### src/rtl/zigzag_blok_sirala.sv
// Block/MCU sequencer in front of the zigzag normalizer.
// It tracks the coefficient position inside each 8x8 block and walks the
// Y/Cb/Cr blocks of every MCU and the MCUs of a frame. It also tells the
// Huffman decoder which table to use next, and forwards symbols through a
// single output register.

`ifndef RUN_BIT
`define RUN_BIT 4
`endif
`ifndef CAT_BIT
`define CAT_BIT 4
`endif

module zigzag_blok_sirala #(
  parameter int Y_BLOK  = 4,
  parameter int CB_BLOK = 1,
  parameter int CR_BLOK = 1,
  parameter int MCU_BIT = 16
) (
  input  logic                 clk_i,
  input  logic                 rstn_i,
  input  logic                 baslat_i,
  input  logic [MCU_BIT-1:0]   mcu_sayisi_i,
  input  logic [`RUN_BIT-1:0]  hd_run_i,
  input  logic [`CAT_BIT-1:0]  hd_cat_i,
  input  logic                 hd_gecerli_i,
  output logic                 hd_hazir_o,
  output logic                 hd_ac_o,
  output logic [1:0]           hd_bilesen_o,
  output logic [`RUN_BIT-1:0]  nz_run_o,
  output logic [`CAT_BIT-1:0]  nz_cat_o,
  output logic [1:0]           nz_bilesen_o,
  output logic                 nz_son_o,
  output logic                 nz_gecerli_o,
  input  logic                 nz_hazir_i,
  output logic                 tamam_o,
  output logic                 hata_o
);

  localparam int               TOPLAM_BLOK = Y_BLOK + CB_BLOK + CR_BLOK;
  localparam logic [2:0]       SON_BLOK    = 3'(TOPLAM_BLOK - 1);
  localparam logic [2:0]       Y_SINIR     = 3'(Y_BLOK);
  localparam logic [2:0]       CB_SINIR    = 3'(Y_BLOK + CB_BLOK);
  localparam logic [MCU_BIT-1:0] MCU_BIR   = MCU_BIT'(1);
  localparam logic [6:0]       BLOK_BOYU   = 7'd64;

  typedef enum logic [1:0] {
    BOSTA = 2'd0,
    DC    = 2'd1,
    AC    = 2'd2,
    HATA  = 2'd3
  } durum_t;

  durum_t               durum_q, durum_d;
  logic [6:0]           pos_q, pos_d;
  logic [2:0]           blok_q, blok_d;
  logic [MCU_BIT-1:0]   mcu_q, mcu_d;
  logic [MCU_BIT-1:0]   sayi_q, sayi_d;
  logic                 hata_q, hata_d;

  // Output register contents; kare_son marks the symbol that ends the frame.
  logic [`RUN_BIT-1:0]  run_q, run_d;
  logic [`CAT_BIT-1:0]  cat_q, cat_d;
  logic [1:0]           bil_q, bil_d;
  logic                 son_q, son_d;
  logic                 gecerli_q, gecerli_d;
  logic                 kare_son_q, kare_son_d;

  logic                 kabul;
  logic                 aktar;
  logic                 ileri;
  logic                 son_yeni;
  logic                 kare_son_yeni;
  logic                 blok_kapat;
  logic                 eob;
  logic                 zrl;
  logic [6:0]           pos_yeni;
  logic [1:0]           bilesen;

  // Component of the block currently being decoded.
  always_comb begin
    if (blok_q < Y_SINIR) begin
      bilesen = 2'd0;
    end else if (blok_q < CB_SINIR) begin
      bilesen = 2'd1;
    end else begin
      bilesen = 2'd2;
    end
  end

  assign hd_hazir_o   = ((durum_q == DC) || (durum_q == AC)) && (!gecerli_q || nz_hazir_i);
  assign hd_ac_o      = (durum_q == AC);
  assign hd_bilesen_o = bilesen;
  assign kabul        = hd_gecerli_i && hd_hazir_o;
  assign aktar        = gecerli_q && nz_hazir_i;

  assign nz_run_o     = run_q;
  assign nz_cat_o     = cat_q;
  assign nz_bilesen_o = bil_q;
  assign nz_son_o     = son_q;
  assign nz_gecerli_o = gecerli_q;
  assign tamam_o      = aktar && kare_son_q;
  assign hata_o       = hata_q;

  // Symbol classification and position advance; 7 bits hold up to 63+16.
  assign eob      = (hd_run_i == '0) && (hd_cat_i == '0);
  assign zrl      = (hd_run_i == `RUN_BIT'(15)) && (hd_cat_i == '0);
  assign pos_yeni = zrl ? (pos_q + 7'd16) : (pos_q + 7'(hd_run_i) + 7'd1);

  // Next-state, counter and output-register logic.
  always_comb begin
    // NOTE: every signal gets a default first so no path leaves one unassigned (no latches).
    durum_d       = durum_q;
    pos_d         = pos_q;
    blok_d        = blok_q;
    mcu_d         = mcu_q;
    sayi_d        = sayi_q;
    hata_d        = hata_q;
    run_d         = run_q;
    cat_d         = cat_q;
    bil_d         = bil_q;
    son_d         = son_q;
    gecerli_d     = aktar ? 1'b0 : gecerli_q;
    kare_son_d    = aktar ? 1'b0 : kare_son_q;
    ileri         = 1'b0;
    son_yeni      = 1'b0;
    kare_son_yeni = 1'b0;
    blok_kapat    = 1'b0;

    unique case (durum_q)
      BOSTA, HATA: begin
        // A zero-length frame is ignored; stay put.
        if (baslat_i && (mcu_sayisi_i != '0)) begin
          durum_d = DC;
          pos_d   = '0;
          blok_d  = '0;
          mcu_d   = '0;
          sayi_d  = mcu_sayisi_i;
          hata_d  = 1'b0;
        end
      end
      DC: begin
        if (kabul) begin
          ileri   = 1'b1;
          pos_d   = 7'd1;
          durum_d = AC;
        end
      end
      AC: begin
        if (kabul) begin
          if (eob) begin
            ileri      = 1'b1;
            son_yeni   = 1'b1;
            blok_kapat = 1'b1;
          end else if (pos_yeni < BLOK_BOYU) begin
            ileri = 1'b1;
            pos_d = pos_yeni;
          end else if (pos_yeni == BLOK_BOYU) begin
            ileri      = 1'b1;
            son_yeni   = 1'b1;
            blok_kapat = 1'b1;
          end else begin
            // Overflowing symbol is dropped; wait for a new frame start.
            hata_d  = 1'b1;
            durum_d = HATA;
          end
        end
      end
      default: durum_d = BOSTA;
    endcase

    // Block close: advance block/MCU, or finish the frame.
    if (blok_kapat) begin
      pos_d   = '0;
      durum_d = DC;
      if (blok_q == SON_BLOK) begin
        blok_d = '0;
        if (mcu_q == (sayi_q - MCU_BIR)) begin
          kare_son_yeni = 1'b1;
          mcu_d         = '0;
          durum_d       = BOSTA;
        end else begin
          mcu_d = mcu_q + MCU_BIR;
        end
      end else begin
        blok_d = blok_q + 3'd1;
      end
    end

    // Load the output register; hd_hazir_o guarantees it is free or draining.
    if (ileri) begin
      run_d      = hd_run_i;
      cat_d      = hd_cat_i;
      bil_d      = bilesen;
      son_d      = son_yeni;
      gecerli_d  = 1'b1;
      kare_son_d = kare_son_yeni;
    end
  end

  // State, counters and output register.
  always_ff @(posedge clk_i or negedge rstn_i) begin
    if (!rstn_i) begin
      durum_q    <= BOSTA;
      pos_q      <= '0;
      blok_q     <= '0;
      mcu_q      <= '0;
      sayi_q     <= '0;
      hata_q     <= 1'b0;
      run_q      <= '0;
      cat_q      <= '0;
      bil_q      <= '0;
      son_q      <= 1'b0;
      gecerli_q  <= 1'b0;
      kare_son_q <= 1'b0;
    end else begin
      // NOTE: non-blocking assignments so every register samples pre-edge values.
      durum_q    <= durum_d;
      pos_q      <= pos_d;
      blok_q     <= blok_d;
      mcu_q      <= mcu_d;
      sayi_q     <= sayi_d;
      hata_q     <= hata_d;
      run_q      <= run_d;
      cat_q      <= cat_d;
      bil_q      <= bil_d;
      son_q      <= son_d;
      gecerli_q  <= gecerli_d;
      kare_son_q <= kare_son_d;
    end
  end

endmodule
### config.mk
export PLATFORM = sky130hd
export DESIGN_NAME = zigzag_blok_sirala
export DESIGN_NICKNAME = d
export VERILOG_FILES = /design/src/rtl/zigzag_blok_sirala.sv
export SDC_FILE = /design/constraint.sdc
export NUM_CORES = 1
export LEC_CHECK = 0
export CAP_MARGIN = 20
export CORE_ASPECT_RATIO = 2
export CORE_MARGIN = 5
export CORE_UTILIZATION = 28
export CTS_BUF_LIST = sky130_fd_sc_hd__clkbuf_8
export DETAILED_ROUTE_END_ITERATION = 10
export PLACE_DENSITY = 0.57
export SYNTH_ARGS = -nofsm -noshare
export SYNTH_HDL_FRONTEND = slang
export SYNTH_SLANG_ARGS = --single-unit
### constraint.sdc
create_clock -name clk_i -period 5.2 [get_ports clk_i]
set_clock_uncertainty 0.2 [all_clocks]
set_input_delay 0.78 -clock clk_i [delete_from_list [all_inputs] [get_ports clk_i]]
set_output_delay 0.78 -clock clk_i [all_outputs]
set_load 0.01 [all_outputs]
# After elaboration in Yosys (flattened, before gate mapping)
# Cells that the tools add are included.
# word_totals
reg_bits,58
in_bits,29
# classes
n_addsub,6
n_lt_le_gt_ge,3
eq_ne,19
n_mux,51
n_reduce_logical,24
# op_table
op,count
$mux W16,5
$mux W7,7
$mux W1,22
$pmux W7 S3,1
$mux W2,9
$add A16 B1 Y16 const B,1
$eq A16 B16 Y1,1
$reduce_bool A16 Y1,1
$sub A16 B1 Y16 const B,1
$ne A3 B3 Y1 const B,5
$mux W3,4
$reduce_and A6 Y1,2
$logic_not A4 Y1,2
$ne A2 B2 Y1 const B,4
$reduce_bool A2 Y1,4
$add A7 B1 Y7 const B,1
$add A7 B4 Y7,1
$add A7 B5 Y7 const B,1
$eq A7 B7 Y1 const B,1
$logic_and A1 B1 Y1,7
$lt A7 B7 Y1 const B,1
$lt A3 B3 Y1 const B,2
$ne A3 B1 Y1 const B,2
$pmux W2 S3,1
13 further kinds,17

# Depth between registers and ports, before layout
# Gate-level depths: netlist of the first run.
# depth
word_depth,11
ltp_mapped,13

# Least setup slack after synthesis of the first run
# OpenSTA, ideal clock, no wires.
# synth_timing
path_type,input port to flip-flop
startpoint,input port hd_run_i[0]
endpoint,"register cat_q[0], in the netlist nz_cat_o[0]"
setup_ns,0.125
arrival_time_ns,3.500
t_required_ns,4.875
path_slack_ns,1.376
stages,13
n_path_buf,1
cell_sequence,inv_1 -> ha_1 -> inv_1 -> fa_1 -> a21oi_1 -> o22ai_1 -> or3_1 -> a221o_1 -> or3_1 -> a31oi_1 -> o21a_2 -> buf_4 -> mux2_2
# synth_via
elab_chain_len,9
word_cells_on_any_way,14
cone_classes,add/sub (2); order compare (1); eq/ne (2); mux (6); reduce/logical (3)
# synth_rtl
item,line,rtl
"start, declared",24,"input logic [`RUN_BIT-1:0] hd_run_i,"
"parallel branches: the longest is 6 deep, another holds $add A7 B4 Y7",--,
$mux W1 (*),151,if (eob) begin
$mux W1 (*),150,if (kabul) begin
$pmux W1 S2 (*),130,unique case (durum_q)
"end signal, assigned",225,cat_q <= cat_d;
"end, declared",63,"logic [`CAT_BIT-1:0] cat_q, cat_d;"
# Every way passes the cells marked *.
# A chain may end at the register's enable or synchronous reset.

# Final worst setup path of the first run
# Same ends and word-level chain as after synthesis.

==> results.md, run 1 <==
- Placer Congestion: between 0.8 and 0.9
- RSZ-0062 raised after global routing: false
- Initial core utilization: around 29%
- Max VDD drop: about 0.25 mV
- Hpwl dp: between 8 and 9 mm
- Largest area contributor in the netlist: dfrtp_1
- Hold Path Class: reg -> reg
- Met2 WL: ~6 mm
- Clock sinks: 58
- Worst hold start: nz_run_o[2]
- Met1 WL: 3.464 mm
- Async set-reset flop share out of synthesis: between 90% and 100%
- Avg Inst Size Synth: ~8.7 sq um
- Ys flop type: dfrtp_1
- Post-CTS Hold Fix Bufs: 0
- CTS H-tree lvls: 3
- Top-area cell type share of the netlist area: roughly two fifths
- Gr usage total: between 10% and 20%
- Post_cts resized: 0
- Initial antenna violation count: 0
- First-pass GRT wire length: 16.96 mm
- FF-to-FF setup slack: 1.54 ns
- Area contributors post-synth: dfrtp_1, nand2_1, nand3_1
- Clk pin slew, worst setup/hold paths: roughly 0.070 ns
- Post-route ant nets: 0
- Register bit count reported by yosys: 58
- Reg2reg path depth: 12
- Status: complete, no violations
- Commonest non-fill, non-tap cell in the layout: nand2_1
- Total negative slack: 0 ns
- Post-synth EDFFs: 0
- Slew Viols, Final: 0
- RR Endpoint: nz_cat_o[0]
- Antenna Cells: 0
- Syn Nets: about 450
- Max_cap viols: 0
- Post-Syn Area: between 3000 and 4000 sq um
- Measured slew at the worst slew-check pin: 0.7772 ns
- Via count: 3276
- CP Class: in -> reg
- Power density over the cells: between 400 and 500 nW/um^2
- Met3 wire length: 487 um
- Critical Path AT: 4.22 ns
- Final #Nets: 505
- Postcts setup bufs: 0
- Min Tclk post-route: approximately 4.2 ns
- Core Util, Final: a little over a third
- CP Launch Type: primary input
- Syn-to-layout area delta: 24.21%
- Vias in the first global route: roughly 3400
- Slew HR: approximately half
- Fin. Hold Viols: 0
- Chip height: about 170 um
- Die width: 90.09 um
- CTS max path bufs: 2
- Post-synthesis sequential area ratio: 40.40%
- Row count: 58
- Clock buffer count from CTS: 9
- Pre-antenna DRT Iters: 4
- Post-DR wirelength/cell: about 17 um
- RR Startpoint: pos_q[0]
- Final setup fails: 0
- Worst-path fanout max: 13
- Min-Delay Path Depth: 1
- Iter 0 DRT Violations: roughly 180
- Final period util: around four fifths
- Crit. End Element: flop
- Top Ports: 47
- Worst Path Required: between 5 and 6 ns
- Pin count of the biggest net entering global routing: a little under 60
- Core area: about 13000 sq um
- Die ar.: around 15000 sq um
- Root buffer cell: clkbuf_8
- P_leak: between 1.5 and 2 nW
- GRT overflow: 0
- Buffers on Ports: 46
- Worst-Skew Late Latency: between 0.3 and 0.4 ns
- Routed vias/inst: 5.284
- Cells after Synth: 413
- Commonest non-fill, non-tap cells in the layout: nand2_1, dfrtp_1, clkdlybuf4s50_1
- Distinct cells, synth: 60
- DRC violations left: 0
- Top Metal Used: met4
- Yosys warns: 0
- Routed wire length: roughly 10 mm
- Hold Path End: nz_run_o[2]
- CTS tree: built
- Share of cells above drive strength 1: between 7 and 8%
- Fmax: approximately 0.24 GHz
==> where the power goes <==
group / internal [mW] / switching (mW) / leakage (nW) / total [mW]
Sequential: 0.571 / 0.139 / 0.762 / 0.711
Clock: 0.294 / 0.193 / 0.121 / 0.487
Combinational: 0.430 / 0.552 / 1.02 / 0.982
Total: 1.30 / 0.884 / 1.91 / 2.18
==> stage by stage <==
| step | total power, mW | hold WS, ns | setup WS (ns) | cell area, sq um | cells |
|---|---|---|---|---|---|
| final | 2.180 | 0.3031 | 1.011 | 4462 | 620 |
| after global routing | 2.345 | 0.3320 | 0.8329 | 4462 | 620 |
| after CTS | 2.193 | 0.3033 | 1.018 | 4462 | 620 |
| after detailed placement | 1.698 | 0.2872 | 0.6458 | 4233 | 604 |
| after global placement | 1.681 | 0.2712 | 0.6889 | 4233 | 604 |
| after floorplan | 1.335 | 0.2432 | 1.376 | 3592 | 413 |
==> per-layer routing <==
layer	vias to the layer above	global-route usage, %
li1	1590	-
met1	1562	12.58
met2	88	27.30
met3	36	3.450
met4	0	8.296
met5	-	0
==> area by class of cell <==
| cell class | instances | area (sq um) |
|---|---|---|
| well taps | 150 | 187.7 |
| repair buffers | 52 | 500.5 |
| flip-flops and latches | 58 | 1451 |
| clock buffers | 11 | 151.4 |
| multi-input cells | 324 | 2018 |
| fillers | 1314 | 8093 |
| inverters | 20 | 75.07 |
| clock inverters | 5 | 77.57 |
==> sequential cells by signal, summed over array words and instances, names as in the netlist <==
register,cells
nz_run_o,4
durum_q,2
sayi_q,16
nz_son_o,1
hata_o,1
pos_q,7
nz_bilesen_o,2
mcu_q,16
kare_son_q,1
blok_q,3
nz_cat_o,4
nz_gecerli_o,1
==> worst max-delay path: stages <==
cell and delay [ns]:
clkdlybuf4s50_1 0.45, inv_1 0.08, ha_1 0.17, inv_1 0.06
fa_1 0.39, a21oi_1 0.15, o22ai_1 0.15, or3_1 0.33
a221o_1 0.35, or3_1 0.40, a31oi_1 0.20, o21a_2 0.33
mux2_2 0.38
==> worst max-delay path by stage <==
stage / start / to / slack (ns) / cells past startpoint
global route: hd_run_i[0] / nz_cat_o[3] / 0.83 / 13
finish: hd_run_i[0] / nz_cat_o[0] / 1.01 / 13
floorplan: hd_run_i[0] / nz_cat_o[0] / 1.38 / 13
detailed placement: hd_run_i[0] / nz_cat_o[0] / 0.65 / 13
global placement: hd_run_i[0] / nz_bilesen_o[0] / 0.69 / 13
CTS: hd_run_i[0] / nz_cat_o[0] / 1.02 / 13
==> cell usage after synthesis, types with 3 or more instances <==
master,n
xor2_1,9
a22o_1,4
nor4_1,11
nor3_1,9
and3_1,7
nand3_1,27
clkbuf_1,8
dfrtp_1,58
nor2b_1,6
nand2b_1,4
or3_1,6
a31oi_1,6
o31ai_1,4
nand4_1,6
xnor2_1,15
a21oi_1,7
nor2_1,20
ha_1,10
nand2_1,85
inv_1,20
o211ai_1,3
o21ai_0,19
mux2_2,8
a41oi_1,3
nand3b_1,6
o22ai_1,6
==> logic make-up (layout without fill, tap and decap cells) <==
logic type,Yosys count,after routing,synth area share [%]
fa+ha+maj,11,11,4.040
compound gates,75,75,14.35
flops,58,58,40.40
mux,11,11,3.414
simple gates,203,203,28.35
xor+xnor,24,24,5.852
buf+inv,31,88,3.587
Power figures use the tool's default switching activity.
==> run 2: changes to the inputs <==
==> constraint.sdc (replaced) <==
create_clock -name clk_i -period 4.3 [get_ports clk_i]
set_clock_uncertainty 0.2 [all_clocks]
set_input_delay 0.645 -clock clk_i [delete_from_list [all_inputs] [get_ports clk_i]]
set_output_delay 0.645 -clock clk_i [all_outputs]
set_load 0.01 [all_outputs]
==> run 2 against run 1 <==
Effect of this change:
- critical path depth is 1 higher
- die area stayed put
- first-iteration DRC count is 21% lower
- largest power group unchanged
==> results.md, run 2 (synthesis results as in run 1) <==
- Final #Nets: 511 (+1.2%)
- Measured slew at the worst slew-check pin: 0.6479 ns (-0.1293 ns)
- Worst-path fanout max: 7 (-6)
- Total negative slack: 0 ns (unchanged)
- Commonest non-fill, non-tap cell in the layout: nand2_1
- First-pass GRT wire length: 16.95 mm (about the same)
- Die ar.: 15330 sq um (unchanged)
- Core area: 12550 sq um (unchanged)
- Pre-CTS setup slack: 0.03130 ns (-0.6145 ns)
- Max VDD drop: 0.3286 mV (+29%)
- Hpwl dp: 8.237 mm (+0.15%)
- Buffers on Ports: 46 (unchanged)
- Final setup fails: 0 (unchanged)
- Power density over the cells: 571.9 nW/um^2 (+17%)
- RR Startpoint: pos_q[0]
- Row count: 58 (unchanged)
- Final period util: around nine tenths
- Routed vias/inst: 5.262 (-0.41%)
- Root buffer cell: clkbuf_8
- Fmax: between 0.2 and 0.3 GHz
- CTS H-tree lvls: 3 (unchanged)
- GRT busiest layer: met2
- Post_cts resized: 0 (unchanged)
- Crit. End Element: flop
- RR Endpoint: pos_q[1]
- Status: complete, no violations
- Post-route ant nets: 0 (unchanged)
- Reg2reg path depth: 13 (+1)
- Worst Path Required: 4.38 ns (-0.85 ns)
- Placer Congestion: 0.8450 (+3.8%)
- Multi-input gate area: 2012 sq um (-0.31%)
- Via count: 3289 (+0.40%)
- Max_cap viols: 0 (unchanged)
- Critical Path AT: 4.01 ns (-0.21 ns)
- Gr usage total: 13.90% (-0.056 points)
- Register area: 1451 sq um (unchanged)
- CTS max path bufs: 2 (unchanged)
- Die width: 90.09 um (unchanged)
- Initial core utilization: 28.61% (unchanged)
- CP Class: in -> reg
- Fill count: 1296 (-1.4%)
- Chip height: 170.2 um (unchanged)
- Final Worst Setup Slack: 0.3736 ns (-0.6372 ns)
- Fin. Hold Viols: 0 (unchanged)
- Clock buffer count from CTS: 9 (unchanged)
- Slew Viols, Final: 0 (unchanged)
- Post-DR wirelength/cell: 16.71 um (-0.38%)
- Pre-antenna DRT Iters: 5 (+1)
- Hold Path Class: in -> async
- Share of cells above drive strength 1: 8.632% (+0.76 points)
- FF-to-FF setup slack: 0.74 ns (-0.80 ns)
- Iter 0 DRT Violations: 144 (-21%)
- Top Ports: 47 (unchanged)
- Total power: 2.555 mW (+17%)
- Initial antenna violation count: 0 (unchanged)
- CTS tree: built
- Met3 Track Usage GR: 3.582% (+0.13 points)
- DRC violations left: 0 (unchanged)
- GRT overflow: 0 (unchanged)
- Slew HR: 56.41% (+8.2 points)
- Routed wire length: 10.44 mm (+0.42%)
- Clock sinks: 58 (unchanged)
- Grt met1 use: 12.54% (-0.031 points)
- Met2 GRT Util: 27.26% (-0.032 points)
- Min Tclk post-route: a little under 4 ns
- P_leak: 1.915 nW (+0.39%)
- Postcts setup bufs: 0 (unchanged)
- Clk pin slew, worst setup/hold paths: 0.07 ns (about the same)
- Post-CTS Hold Fix Bufs: 0 (unchanged)
- Placed cells: 610 (+0.99%)
- Antenna Cells: 0 (unchanged)
- Final non-filler cell total: 625 (+0.81%)
- Core Util, Final: 35.59% (+0.050 points)
- Commonest non-fill, non-tap cells in the layout: nand2_1, dfrtp_1, clkdlybuf4s50_1
- Top Registers: mcu_q: 16 flops, sayi_q: 16 flops, pos_q: 7 flops
- Syn-to-layout area delta: 24.38%
- Vias in the first global route: 3402 (+0.35%)
- Worst-Skew Late Latency: 0.35 ns (about the same)
- CP Launch Type: primary input
- Pin count of the biggest net entering global routing: 34 (-42%)
- RSZ-0062 raised after global routing: false
-- run 2: worst max-delay path by stage --
stage / start / to
floorplan: hd_run_i[0] / nz_cat_o[0]
global placement: hd_run_i[0] / pos_q[2]
detailed placement: hd_run_i[0] / nz_cat_o[1]
CTS: hd_run_i[0] / pos_q[1]
global route: hd_run_i[0] / pos_q[1]
finish: hd_run_i[0] / pos_q[1]
-- run 2: area by class of cell --
| cell class | instances | share of cell area, % |
|---|---|---|
| clock inverters | 6 | 1.344 |
| inverters | 20 | 1.680 |
| multi-input cells | 324 | 45.03 |
| well taps | 150 | 4.200 |
| flip-flops and latches | 58 | 32.48 |
| repair buffers | 58 | 12.49 |
| clock buffers | 9 | 2.772 |
-- run 2: routing by layer --
metal	wire, um	vias up	part of all wire [%]
li1	-	1599	-
met1	3635	1581	35
met2	5922	80	57
met3	430	29	4.1
met4	455	0	4.4
met5	0	-	0
-- run 2: report_power, final --
part	leakage, nW	internal [mW]	switching, mW
Combinational	1.06	0.527	0.665
Clock	0.0963	0.261	0.236
Sequential	0.762	0.691	0.176
Total	1.91	1.48	1.08
-- run 2: critical path, stage by stage --
cell and delay (ns):
clkdlybuf4s50_1 0.43, inv_1 0.07, ha_1 0.17, inv_1 0.06, fa_1 0.40, a21oi_1 0.15, o22ai_1 0.10, or3_1 0.31
a221o_1 0.36, or3_1 0.34, buf_4 0.16, a41o_1 0.32, nor2_1 0.28, a32o_1 0.22
-- run 2: stage by stage --
stage	area, sq um	hold WS (ns)
3_3_place_gp	4284	0.2722
3_5_place_dp	4284	0.2709
5_1_grt	4468	0.1294
2_1_floorplan	3592	0.1494
4_1_cts	4468	0.1154
6_report	4468	0.1080
==> run 3: changes to the inputs <==
--- a/config.mk
+++ b/config.mk
@@ -12,6 +12,7 @@
 export CTS_BUF_LIST = sky130_fd_sc_hd__clkbuf_8
 export DETAILED_ROUTE_END_ITERATION = 10
 export PLACE_DENSITY = 0.57
+export SETUP_SLACK_MARGIN = 0.3
 export SYNTH_ARGS = -nofsm -noshare
 export SYNTH_HDL_FRONTEND = slang
 export SYNTH_SLANG_ARGS = --single-unit
==> run 3 against run 2 <==
Effect of this change:
- non-clock buffer count did not move
- core utilization increased by 0.070 points
- final cell count stayed put
- fmax rose by 1.4%
- register-to-register slack gained 0.05 ns
- die area did not move
- sequential share of layout area is 0.063 points lower
- critical path type unchanged
- largest power group unchanged
==> results.md, run 3 (synthesis results as in run 1) <==
- Final setup fails: 0 (unchanged)
- Crit. End Element: flop
- Pin count of the biggest net entering global routing: 34 (unchanged)
- Clk pin slew, worst setup/hold paths: 0.07 ns (about the same)
- Iter 0 DRT Violations: 157 (+9.0%)
- Final #Nets: 511 (unchanged)
- Clock buffer count from CTS: 9 (unchanged)
- Clock sinks: 58 (unchanged)
- Total power: 2.566 mW (+0.42%)
- Worst Path Required: 4.33 ns (-0.05 ns)
- Commonest non-fill, non-tap cells in the layout: nand2_1, dfrtp_1, clkdlybuf4s50_1
- DRC violations left: 0 (unchanged)
- Antenna Cells: 0 (unchanged)
- CP Class: in -> reg
- Fill count: 1296 (unchanged)
- Row count: 58 (unchanged)
- Min Hold Slack: 0.1047 ns (-0.003283 ns)
- Post-route ant nets: 0 (unchanged)
- Root buffer cell: clkbuf_8
- Final period util: 90.04% (-1.3 points)
- First-pass GRT wire length: 16.95 mm (unchanged)
- Fmax: 0.2583 GHz (+1.4%)
- Placer Congestion: 0.8450 (unchanged)
- Core Util, Final: 35.66% (+0.070 points)
- Hpwl dp: 8.237 mm (unchanged)
- Top Registers: mcu_q: 16 flops, sayi_q: 16 flops, pos_q: 7 flops
- FF-to-FF setup slack: 0.79 ns (+0.05 ns)
- Fin. Hold Viols: 0 (unchanged)
- Status: complete, no violations
- Slew HR: 58.09% (+1.7 points)
- P_leak: 1.916 nW (about the same)
- Initial core utilization: 28.61% (unchanged)
- Commonest non-fill, non-tap cell in the layout: nand2_1
- Die width: 90.09 um (unchanged)
- CP Launch Type: primary input
- Worst-path fanout max: 13 (+6)
- CTS tree: built
- Max_cap viols: 0 (unchanged)
- Vias in the first global route: 3402 (unchanged)
- Postcts setup bufs: 0 (unchanged)
- Measured slew at the worst slew-check pin: 0.6286 ns (-0.01927 ns)
- Hold Path Class: in -> async
- Chip height: 170.2 um (unchanged)
- Power density over the cells: 573.2 nW/um^2 (+0.23%)
- Core area: 12550 sq um (unchanged)
- Worst-Skew Late Latency: 0.35 ns (about the same)
- Critical Path AT: 3.90 ns (-0.11 ns)
- Buffers on Ports: 46 (unchanged)
- GRT overflow: 0 (unchanged)
- Initial antenna violation count: 0 (unchanged)
- Post-route cell area: 4477 sq um (+0.20%)
- Min Tclk post-route: 3.872 ns (-0.05466 ns)
- Slew Viols, Final: 0 (unchanged)
- RSZ-0062 raised after global routing: false
- Via count: 3293 (+0.12%)
- Die ar.: 15330 sq um (unchanged)
- CTS max path bufs: 2 (unchanged)
- Routed wire length: 10.44 mm (about the same)
- Total negative slack: 0 ns (unchanged)
- Area after DPL: 4284 sq um (unchanged)
- Gr usage total: 13.90% (unchanged)
- Share of cells above drive strength 1: 8.842% (+0.21 points)
- Pre-antenna DRT Iters: 5 (unchanged)
- Post-DR wirelength/cell: 16.71 um (about the same)
- CTS H-tree lvls: 3 (unchanged)
- Top Ports: 47 (unchanged)
- Routed vias/inst: 5.269 (+0.12%)
- Syn-to-layout area delta: 24.63%
- Max VDD drop: 0.3306 mV (+0.62%)
-- run 3: final timing paths --
| path | from | to | cells past startpoint |
|---|---|---|---|
| max in group asynchronous | rstn_i | pos_q[3] | 2 |
| worst max register to register | pos_q[0] | nz_run_o[1] | 12 |
| worst min register to register | pos_q[0] | pos_q[0] | 2 |
| worst max-delay path | hd_run_i[0] | nz_run_o[1] | 13 |
| min in group clk_i | pos_q[0] | pos_q[0] | 2 |
| worst min-delay path | rstn_i | nz_bilesen_o[1] | 1 |
-- run 3: layout make-up --
type	instances	area (sq um)	share of cell area (%)
Multi-Input combinational cell	324	2021	45.14
Tap cell	150	187.7	4.192
Inverter	20	75.07	1.677
Clock buffer	9	123.9	2.767
Timing Repair Buffer	58	558.0	12.47
Sequential cell	58	1451	32.42
Clock inverter	6	60.06	1.342
-- run 3: critical path, cell delays in order --
cell and delay [ns]:
clkdlybuf4s50_1 0.43, inv_1 0.07, ha_1 0.17, inv_1 0.06, fa_1 0.40, a21oi_1 0.15
o22ai_1 0.11, or3_1 0.31, a221o_1 0.36, or3_1 0.34, a31oi_1 0.25, o21a_4 0.27
mux2_2 0.35
-- run 3: power breakdown --
group / internal, mW / switching [mW]
Combinational: 0.531 / 0.670
Sequential: 0.691 / 0.175
Clock: 0.261 / 0.238
-- run 3: routing by layer --
layer	track usage (%)	part of all wire (%)	up-vias
li1	-	-	1600
met3	3.582	4.2	27
met1	12.54	35	1583
met4	7.842	4.3	0
met2	27.26	57	83
met5	0	0	-
-- run 3: metrics by stage --
| step | cells | setup slack (ns) |
|---|---|---|
| 6_report | 625 | 0.4282 |
| 5_1_grt | 625 | 0.3070 |
| 4_1_cts | 625 | 0.3951 |
| 3_5_place_dp | 610 | 0.03130 |
| 3_3_place_gp | 610 | 0.1093 |
| 2_1_floorplan | 413 | 0.6106 |
-- run 3: what timing repair did --
| item | in CTS | in global routing |
|---|---|---|
| gates resized for setup | 0 | 2 |
| endpoints found under the hold margin | 0 | 0 |
| setup endpoints to repair | 0 | 3 |
| hold buffers | 0 | 0 |
